<file path="config.mk">
export PLATFORM = sky130hd
export DESIGN_NAME = buffer_w_ctrl
export DESIGN_NICKNAME = d
export VERILOG_FILES = /design/src/rtl/buffer_w_ctrl.sv
export SDC_FILE = /design/constraint.sdc
export NUM_CORES = 1
export LEC_CHECK = 0
export ABC_AREA = 1
export CAP_MARGIN = 20
export CORE_MARGIN = 5
export CORE_UTILIZATION = 30
export DETAILED_ROUTE_END_ITERATION = 12
export HOLD_SLACK_MARGIN = 0.12
export PLACE_DENSITY = 0.5
export SETUP_SLACK_MARGIN = 0.4
export SLEW_MARGIN = 10
export SYNTH_ARGS = -nofsm -noshare
export SYNTH_HDL_FRONTEND = slang
export SYNTH_SLANG_ARGS = --single-unit
</file>
<file path="constraint.sdc">
create_clock -name clk -period 4 [get_ports clk]
set_input_delay 1.2 -clock clk [delete_from_list [all_inputs] [get_ports clk]]
set_output_delay 1.2 -clock clk [all_outputs]
set_load 0.005 [all_outputs]
</file>
<file path="src/rtl/buffer_w_ctrl.sv">
// Fill/drain sequencer for the WEST bridge buffer; optional BUFW_CTRL_STATS_EN adds stall counters.
// Write port is combinational from registers; read data follows bank0_enb by one cycle, out_valid holds under backpressure.
module buffer_w_ctrl #(
    parameter int TOTAL_MODULES = 4,
    parameter int NUM_BEATS     = 3,
    parameter int TOTAL_DEPTH   = 160,
    parameter int READ_PASSES   = 2,
    parameter int ADDR_WIDTH    = $clog2(TOTAL_DEPTH),
    parameter int SIDX_WIDTH    = (TOTAL_MODULES > 1) ? $clog2(TOTAL_MODULES) : 1
) (
    input  logic                  clk,
    input  logic                  rst_n,
    input  logic                  in_valid,
    output logic                  in_ready,
    output logic [SIDX_WIDTH-1:0] slicing_idx,
    output logic                  bank0_ena,
    output logic                  bank0_wea,
    output logic [ADDR_WIDTH-1:0] bank0_addra,
    output logic                  bank0_enb,
    output logic [ADDR_WIDTH-1:0] bank0_addrb,
    output logic                  out_valid,
    input  logic                  out_ready,
    output logic                  out_last,
    output logic                  busy,
`ifdef BUFW_CTRL_STATS_EN
    output logic [31:0]           fill_stall_cnt,
    output logic [31:0]           drain_stall_cnt,
`endif
    output logic                  frame_done
);

    localparam int N      = NUM_BEATS * TOTAL_MODULES;
    localparam int CNT_W  = ($clog2(N + 1) > ADDR_WIDTH) ? $clog2(N + 1) : ADDR_WIDTH;
    localparam int BEAT_W = (NUM_BEATS > 1) ? $clog2(NUM_BEATS) : 1;
    localparam int PASS_W = (READ_PASSES > 1) ? $clog2(READ_PASSES) : 1;

    generate
        if (TOTAL_DEPTH < N) begin : g_depth_chk
            $error("buffer_w_ctrl: TOTAL_DEPTH smaller than NUM_BEATS*TOTAL_MODULES");
        end
        if (READ_PASSES < 1) begin : g_pass_chk
            $error("buffer_w_ctrl: READ_PASSES must be at least 1");
        end
    endgenerate

    typedef enum logic [1:0] {IDLE, FILL, DRAIN, DONE} state_t;

    state_t                  state;
    logic [ADDR_WIDTH-1:0]   wr_addr;
    logic [SIDX_WIDTH-1:0]   sidx;
    logic [BEAT_W-1:0]       beat_cnt;
    logic [PASS_W-1:0]       pass_cnt;
    logic [CNT_W-1:0]        rd_addr;
    logic [CNT_W-1:0]        rd_eff;
    logic                    wr_fire;
    logic                    last_slice;
    logic                    more_passes;
    logic                    acc_last;
    logic                    issue;

    assign wr_fire     = (state == FILL) && in_valid;
    assign last_slice  = (sidx == SIDX_WIDTH'(TOTAL_MODULES - 1));
    assign more_passes = (pass_cnt != PASS_W'(READ_PASSES - 1));
    assign acc_last    = out_valid && out_ready && out_last;

    // Restarting the address as the last entry is accepted lets the next pass issue with no bubble.
    assign rd_eff = (acc_last && more_passes) ? '0 : rd_addr;
    assign issue  = (state == DRAIN) && (rd_eff < CNT_W'(N)) && (!out_valid || out_ready);

    assign bank0_ena   = wr_fire;
    assign bank0_wea   = wr_fire;
    assign bank0_addra = wr_addr;
    assign slicing_idx = sidx;
    assign in_ready    = wr_fire && last_slice;
    assign bank0_enb   = issue;
    assign bank0_addrb = issue ? rd_eff[ADDR_WIDTH-1:0] : '0;
    assign busy        = (state != IDLE);

    always_ff @(posedge clk) begin
        if (!rst_n) begin
            state      <= IDLE;
            wr_addr    <= '0;
            sidx       <= '0;
            beat_cnt   <= '0;
            pass_cnt   <= '0;
            rd_addr    <= '0;
            out_valid  <= 1'b0;
            out_last   <= 1'b0;
            frame_done <= 1'b0;
        end else begin
            frame_done <= 1'b0;
            case (state)
                IDLE: begin
                    if (in_valid) begin
                        state <= FILL;
                    end
                end
                FILL: begin
                    if (wr_fire) begin
                        wr_addr <= wr_addr + 1'b1;
                        if (last_slice) begin
                            sidx <= '0;
                            if (beat_cnt == BEAT_W'(NUM_BEATS - 1)) begin
                                beat_cnt <= '0;
                                wr_addr  <= '0;
                                rd_addr  <= '0;
                                pass_cnt <= '0;
                                state    <= DRAIN;
                            end else begin
                                beat_cnt <= beat_cnt + 1'b1;
                            end
                        end else begin
                            sidx <= sidx + 1'b1;
                        end
                    end
                end
                DRAIN: begin
                    rd_addr   <= issue ? rd_eff + 1'b1 : rd_eff;
                    out_valid <= issue || (out_valid && !out_ready);
                    if (issue) begin
                        out_last <= (rd_eff == CNT_W'(N - 1));
                    end else if (out_ready) begin
                        out_last <= 1'b0;
                    end
                    if (acc_last) begin
                        if (more_passes) begin
                            pass_cnt <= pass_cnt + 1'b1;
                        end else begin
                            pass_cnt   <= '0;
                            rd_addr    <= '0;
                            frame_done <= 1'b1;
                            state      <= DONE;
                        end
                    end
                end
                DONE: begin
                    state <= IDLE;
                end
                default: begin
                    state <= IDLE;
                end
            endcase
        end
    end

`ifdef BUFW_CTRL_STATS_EN
    always_ff @(posedge clk) begin
        if (!rst_n) begin
            fill_stall_cnt  <= '0;
            drain_stall_cnt <= '0;
        end else if (state == IDLE && in_valid) begin
            fill_stall_cnt  <= '0;
            drain_stall_cnt <= '0;
        end else begin
            if (state == FILL && !in_valid && fill_stall_cnt != '1) begin
                fill_stall_cnt <= fill_stall_cnt + 1'b1;
            end
            if (state == DRAIN && out_valid && !out_ready && drain_stall_cnt != '1) begin
                drain_stall_cnt <= drain_stall_cnt + 1'b1;
            end
        end
    end
`endif

endmodule

</file>
* Word-level counts from Yosys, hierarchy flattened
Index checks and enable logic that the tools add are counted.
** Storage, ports and cells
- Register bits :: 26
- Latch bits :: 0
- RAM bits :: 0
- Bits in read-only memories :: 0
- Input port bits :: 4
- Output and inout port bits :: 26
- Word-level logic and storage cells :: 80
- Memories :: 0
** Cells by class
- Add/sub/neg operators :: 5
- Multiply operators :: 0
- Divide/modulo/power cells :: 0
- Order comparisons :: 1
- Equality and inequality tests :: 12
- Shift operators :: 0
- Mux-type cells :: 29
- Bitwise gates (word level) :: 1
- Reduce and logical (&&, ||, !) cells :: 23
** Operators with widths (count)
- $mux W8 :: 10
- $add A8 B1 Y8 const B :: 2
- $mux W2 :: 8
- $pmux W8 S2 :: 1
- $ne A2 B2 Y1 const B :: 5
- $eq A2 B2 Y1 const B :: 4
- $eq A8 B4 Y1 const B :: 1
- $logic_and A1 B1 Y1 :: 8
- $lt A8 B4 Y1 const B :: 1
- $mux W1 :: 8
- $pmux W2 S4 :: 1
- $reduce_and A3 Y1 :: 2
- $reduce_and A6 Y1 :: 1
- $reduce_bool A2 Y1 :: 3
- $reduce_and A5 Y1 :: 1
- $add A2 B1 Y2 const B :: 2
- $reduce_and A2 Y1 :: 2
- $reduce_and A4 Y1 :: 1
- $eq A2 B1 Y1 const B :: 1
- $logic_not A1 Y1 :: 2
- $logic_not A2 Y1 :: 1
- $logic_or A1 B1 Y1 :: 2
- $ne A2 B1 Y1 const B :: 1
- $pmux W1 S2 :: 1
- other kinds (2) :: 2

* Depth between registers and ports, before layout
- Depth in word-level cells :: 11
- Gate-level depth with buffers :: 10
- Mapped depth without buffers :: 10

* Least setup slack after synthesis
No wires, ideal clock.
- Kind :: input port to output port
- Start :: input port out_ready
- End :: output port bank0_addrb[0]
- Arrival :: 1.989 ns
- Required time :: 2.800 ns
- Slack :: 0.811 ns
- Stages on the path :: 7
- Path buffers :: 0
- Cell sequence :: nand4_4 -> o21ai_1 -> nand2_2 -> nor2_8 -> nand2_4 -> clkinv_1 -> ha_1
** Between the ends
- Longest elaborated chain between the ends :: 8
- Elaborated cells on any way between the ends :: 9
- Classes of those cells :: order compare: 1; mux: 2; reduce/logical: 6
** Ends and longest elaborated chain
- from (decl) :: line 22 : input logic out_ready,
- $logic_and A1 B1 Y1 (2 in a row) :: line 64 : assign acc_last = out_valid && out_ready && out_last;
- $logic_and A1 B1 Y1 :: line 67 : assign rd_eff = (acc_last && more_passes) ? '0 : rd_addr;
- $mux W8 :: line 67
- $lt A8 B4 Y1 :: line 68 : assign issue = (state == DRAIN) && (rd_eff < CNT_W'(N)) && (!out_valid || out_ready);
- $logic_and A1 B1 Y1 :: line 68
- $logic_and A1 B1 Y1 (*) :: line 68
- named net bank0_enb :: line 19 : output logic bank0_enb,
- $mux W8 (*) :: line 76 : assign bank0_addrb = issue ? rd_eff[ADDR_WIDTH-1:0] : '0;
- to (decl) :: line 20 : output logic [ADDR_WIDTH-1:0] bank0_addrb,
Mark *: on every way through the listed nets, which the timed path passes. The rest lies on a longest branch.

* Worst setup path in the final report
- Start :: input port out_ready
- End :: output port bank0_addrb[0]
** Between the ends
- Longest elaborated chain between the ends :: 8
- Elaborated cells on any way between the ends :: 9
- Classes of those cells :: order compare: 1; mux: 2; reduce/logical: 6
** Ends and longest elaborated chain (line)
- $logic_and A1 B1 Y1 (2 in a row) :: 64
- $logic_and A1 B1 Y1 :: 67
- $mux W8 :: 67
- $lt A8 B4 Y1 :: 68
- $logic_and A1 B1 Y1 (2 in a row) :: 68
- $mux W8 (*) :: 76
Every way passes the cells marked *; elsewhere a longest branch is shown, timed or not.

==> results.toml <==
[finish]
drive_gt1_share_pct = 14.9
fillers = 489
nets = 228
antenna_cells = 0
final_cell_count_no_fill = 269
area_growth_pct = 31.2

[worst_setup_path]
crit_family = "buffers and inverters"
r2r_slack_ns = 2.22
end_kind = "output port"
worstPathRequired_ns = 2.80
cpPeakStageDelay_ns = 0.21
path_buf_inv = 3
critPathLaunchType = "input pin"
critPathArrivalTime_ns = 2.30
crit_chain = "clkdlybuf4s15_2, nand4_4, o21ai_2, nand2_2, nor2_8, nand2_4, clkinv_1, ha_1, clkdlybuf4s15_1"
critical_path_class = "in -> out"
crit_fanout = 5
crit_slowest_cell = "clkdlybuf4s15_2"

[placed_design]
hpwl_um = 2220
dp.cells = 264
gp_congestion = 0.715
place_ws_ns = -0.182
portBuffers = 25

[synth]
synthTopCellsByArea = "dfxtp_1, ha_1, a21oi_1"
ys_seq_area_share_pct = 37.0
synthFlopType = "dfxtp_1"
synth_top_area_cell = "dfxtp_1"
yosys_warnings = 0
netlist_area_um2 = 1410
syn_avg_cell_area_um2 = 7.82
synth_top_area_share_pct = 37.0
ys_types = 37
synth_common_cells = "dfxtp_1, inv_1, nand2_1"
synth_cells = 180
yosysMostFrequentCell = "dfxtp_1"
synth_edf_count = 0
ys_ff_latch = 26
ys_async_sr_fraction_pct = 0

[power]
power_density_nw_per_um2 = 477
max-vdd-ir-drop_mv = 0.150
p_leak_nw = 0.753
finalPower_uw = 882

[timing]
fin_worst_skew_ns = 0.00200
rsz0062_at_grt = "false"
finalSetupTns_ns = 0
whs_ns = 0.475
tightest_slew_ns = 0.517
fin_crit_sh_pct = 87.5
slew-limit-headroom_pct = 65.5
drv_slew = 0
setup_viol = 0
period_needed_ns = 3.50
finalWorstSetupSlack_ns = 0.499
hold_violations = 0
fmax_ghz = 0.286

[floorplan]
die_y_um = 78.5
die_w_um = 78.5
initial_core_util_pct = 30.4
die_area_um2 = 6160
rows = 25
core_region_area_um2 = 4630
io_pins = 30

[clock_tree]
clock_sinks = 26
clkSlewWorstSetupHoldPaths_ns = 0.09
hold_buffers = 0
htreeDepth = 1
cts_tree = "done"
root_buffer = "clkbuf_8"
clock_path_buffers = 2
clkLatencyLatePin_ns = 0.27
cts_buffers = 3

[route]
drc = 0
vias_per_cell = 4.59
drt_iter0_drc = 48
ant_nets = 0
routed_wirelength_um = 2880
avgRoutedWirePerCell_um = 10.7
first_pass_iters = 4
via_count = 1236

[grt]
grt_max_degree = 16
antenna_found_initial = 0
overflow = 0
grt_pass1_wl_um = 5060
first_global_vias = 1150
grtUsageTotal_pct = 9.88

[min_path]
hp-class = "reg -> reg"

[outcome]
status = "finished clean"

[run]
max-cap-violations = 0
-- where the power goes --
part | total, mW | internal, mW | leakage [nW] | switching (mW)
registers | 0.307 | 0.285 | 0.210 | 0.0220
clock network | 0.219 | 0.134 | 0.0357 | 0.0852
logic | 0.355 | 0.158 | 0.507 | 0.198
-- final timing paths --
kind	startpoint	endpoint	depth (start not counted)
worst max-delay path	out_ready	bank0_addrb[0]	9
worst min register to register	rd_addr[1]	rd_addr[1]	2
worst min-delay path	rd_addr[1]	rd_addr[1]	2
worst max register to register	state[1]	pass_cnt	10
-- layout by cell type (no fill, tap or decap), types with 2 or more instances in the layout --
cell,n
nand3_1,12
inv_1,23
nor2_1,19
conb_1,4
o21ai_2,2
dlygate4sd2_1,5
clkdlybuf4s50_1,18
nor3b_1,3
nor3_1,7
o21ai_0,6
dfxtp_1,26
nand2_4,4
nand2_1,20
ha_1,8
buf_4,9
clkbuf_8,3
a21oi_1,18
nor4_1,2
-- sequential cells by signal, summed over array words and instances, names as in the netlist --
signal,cells
pass_cnt,1
slicing_idx,2
out_last,1
bank0_addra,8
out_valid,1
frame_done,1
beat_cnt,2
state,2
rd_addr,8
-- stage by stage --
step                      util, %  cell area, µm²
final                        39.9            1850
after global routing         39.9            1850
after CTS                    39.8            1840
after detailed placement     37.9            1760
after global placement       37.9            1760
after floorplan                 -            1420
-- logic make-up (layout without fill, tap and decap cells) --
kind of cell | count (synthesis) | in the layout | share of synthesized area [%]
xor gates and xnor gates | 1 | 1 | 0.622
DFF | 26 | 26 | 37.0
AOI/OAI and AO/OA | 35 | 35 | 14.9
adders and majority gates | 8 | 8 | 7.11
and+or+nand+nor | 77 | 77 | 30.0
buffers and inverters | 32 | 64 | 10.0
other | 1 | 4 | 0.266
-- final cells by class --
| class | count | area (µm²) | share of cell area (%) |
|---|---|---|---|
| clock inverter | 1 | 30.0 | 1.63 |
| inverter | 26 | 100 | 5.42 |
| clock buffer | 3 | 41.3 | 2.24 |
| timing repair buffer | 34 | 313 | 16.9 |
| tap | 54 | 67.6 | 3.66 |
| multi-input combinational | 125 | 774 | 41.9 |
| sequential | 26 | 520 | 28.2 |
-- worst min-delay path, cell delays in order, from the launching register on --
cell     delay, ns
dfxtp_1       0.32
nand2_1       0.06
a21oi_1       0.05
-- metal layers --
metal | global-route usage [%] | share of wire (%) | vias to the layer above
li1 | - | - | 654
met1 | 13.1 | 50 | 559
met2 | 15.5 | 45 | 21
met3 | 1.61 | 3.5 | 2
met4 | 4.72 | 1.4 | 0
met5 | 0 | 0 | -
-- timing repair --
| action | CTS | global route |
|---|---|---|
| pin swaps | 3 | 2 |
| setup endpoints to repair | 8 | 2 |
| buffers inserted | 1 | 0 |
| gates resized for setup | 12 | 2 |
No activity file was read; power rests on OpenSTA's default activity.
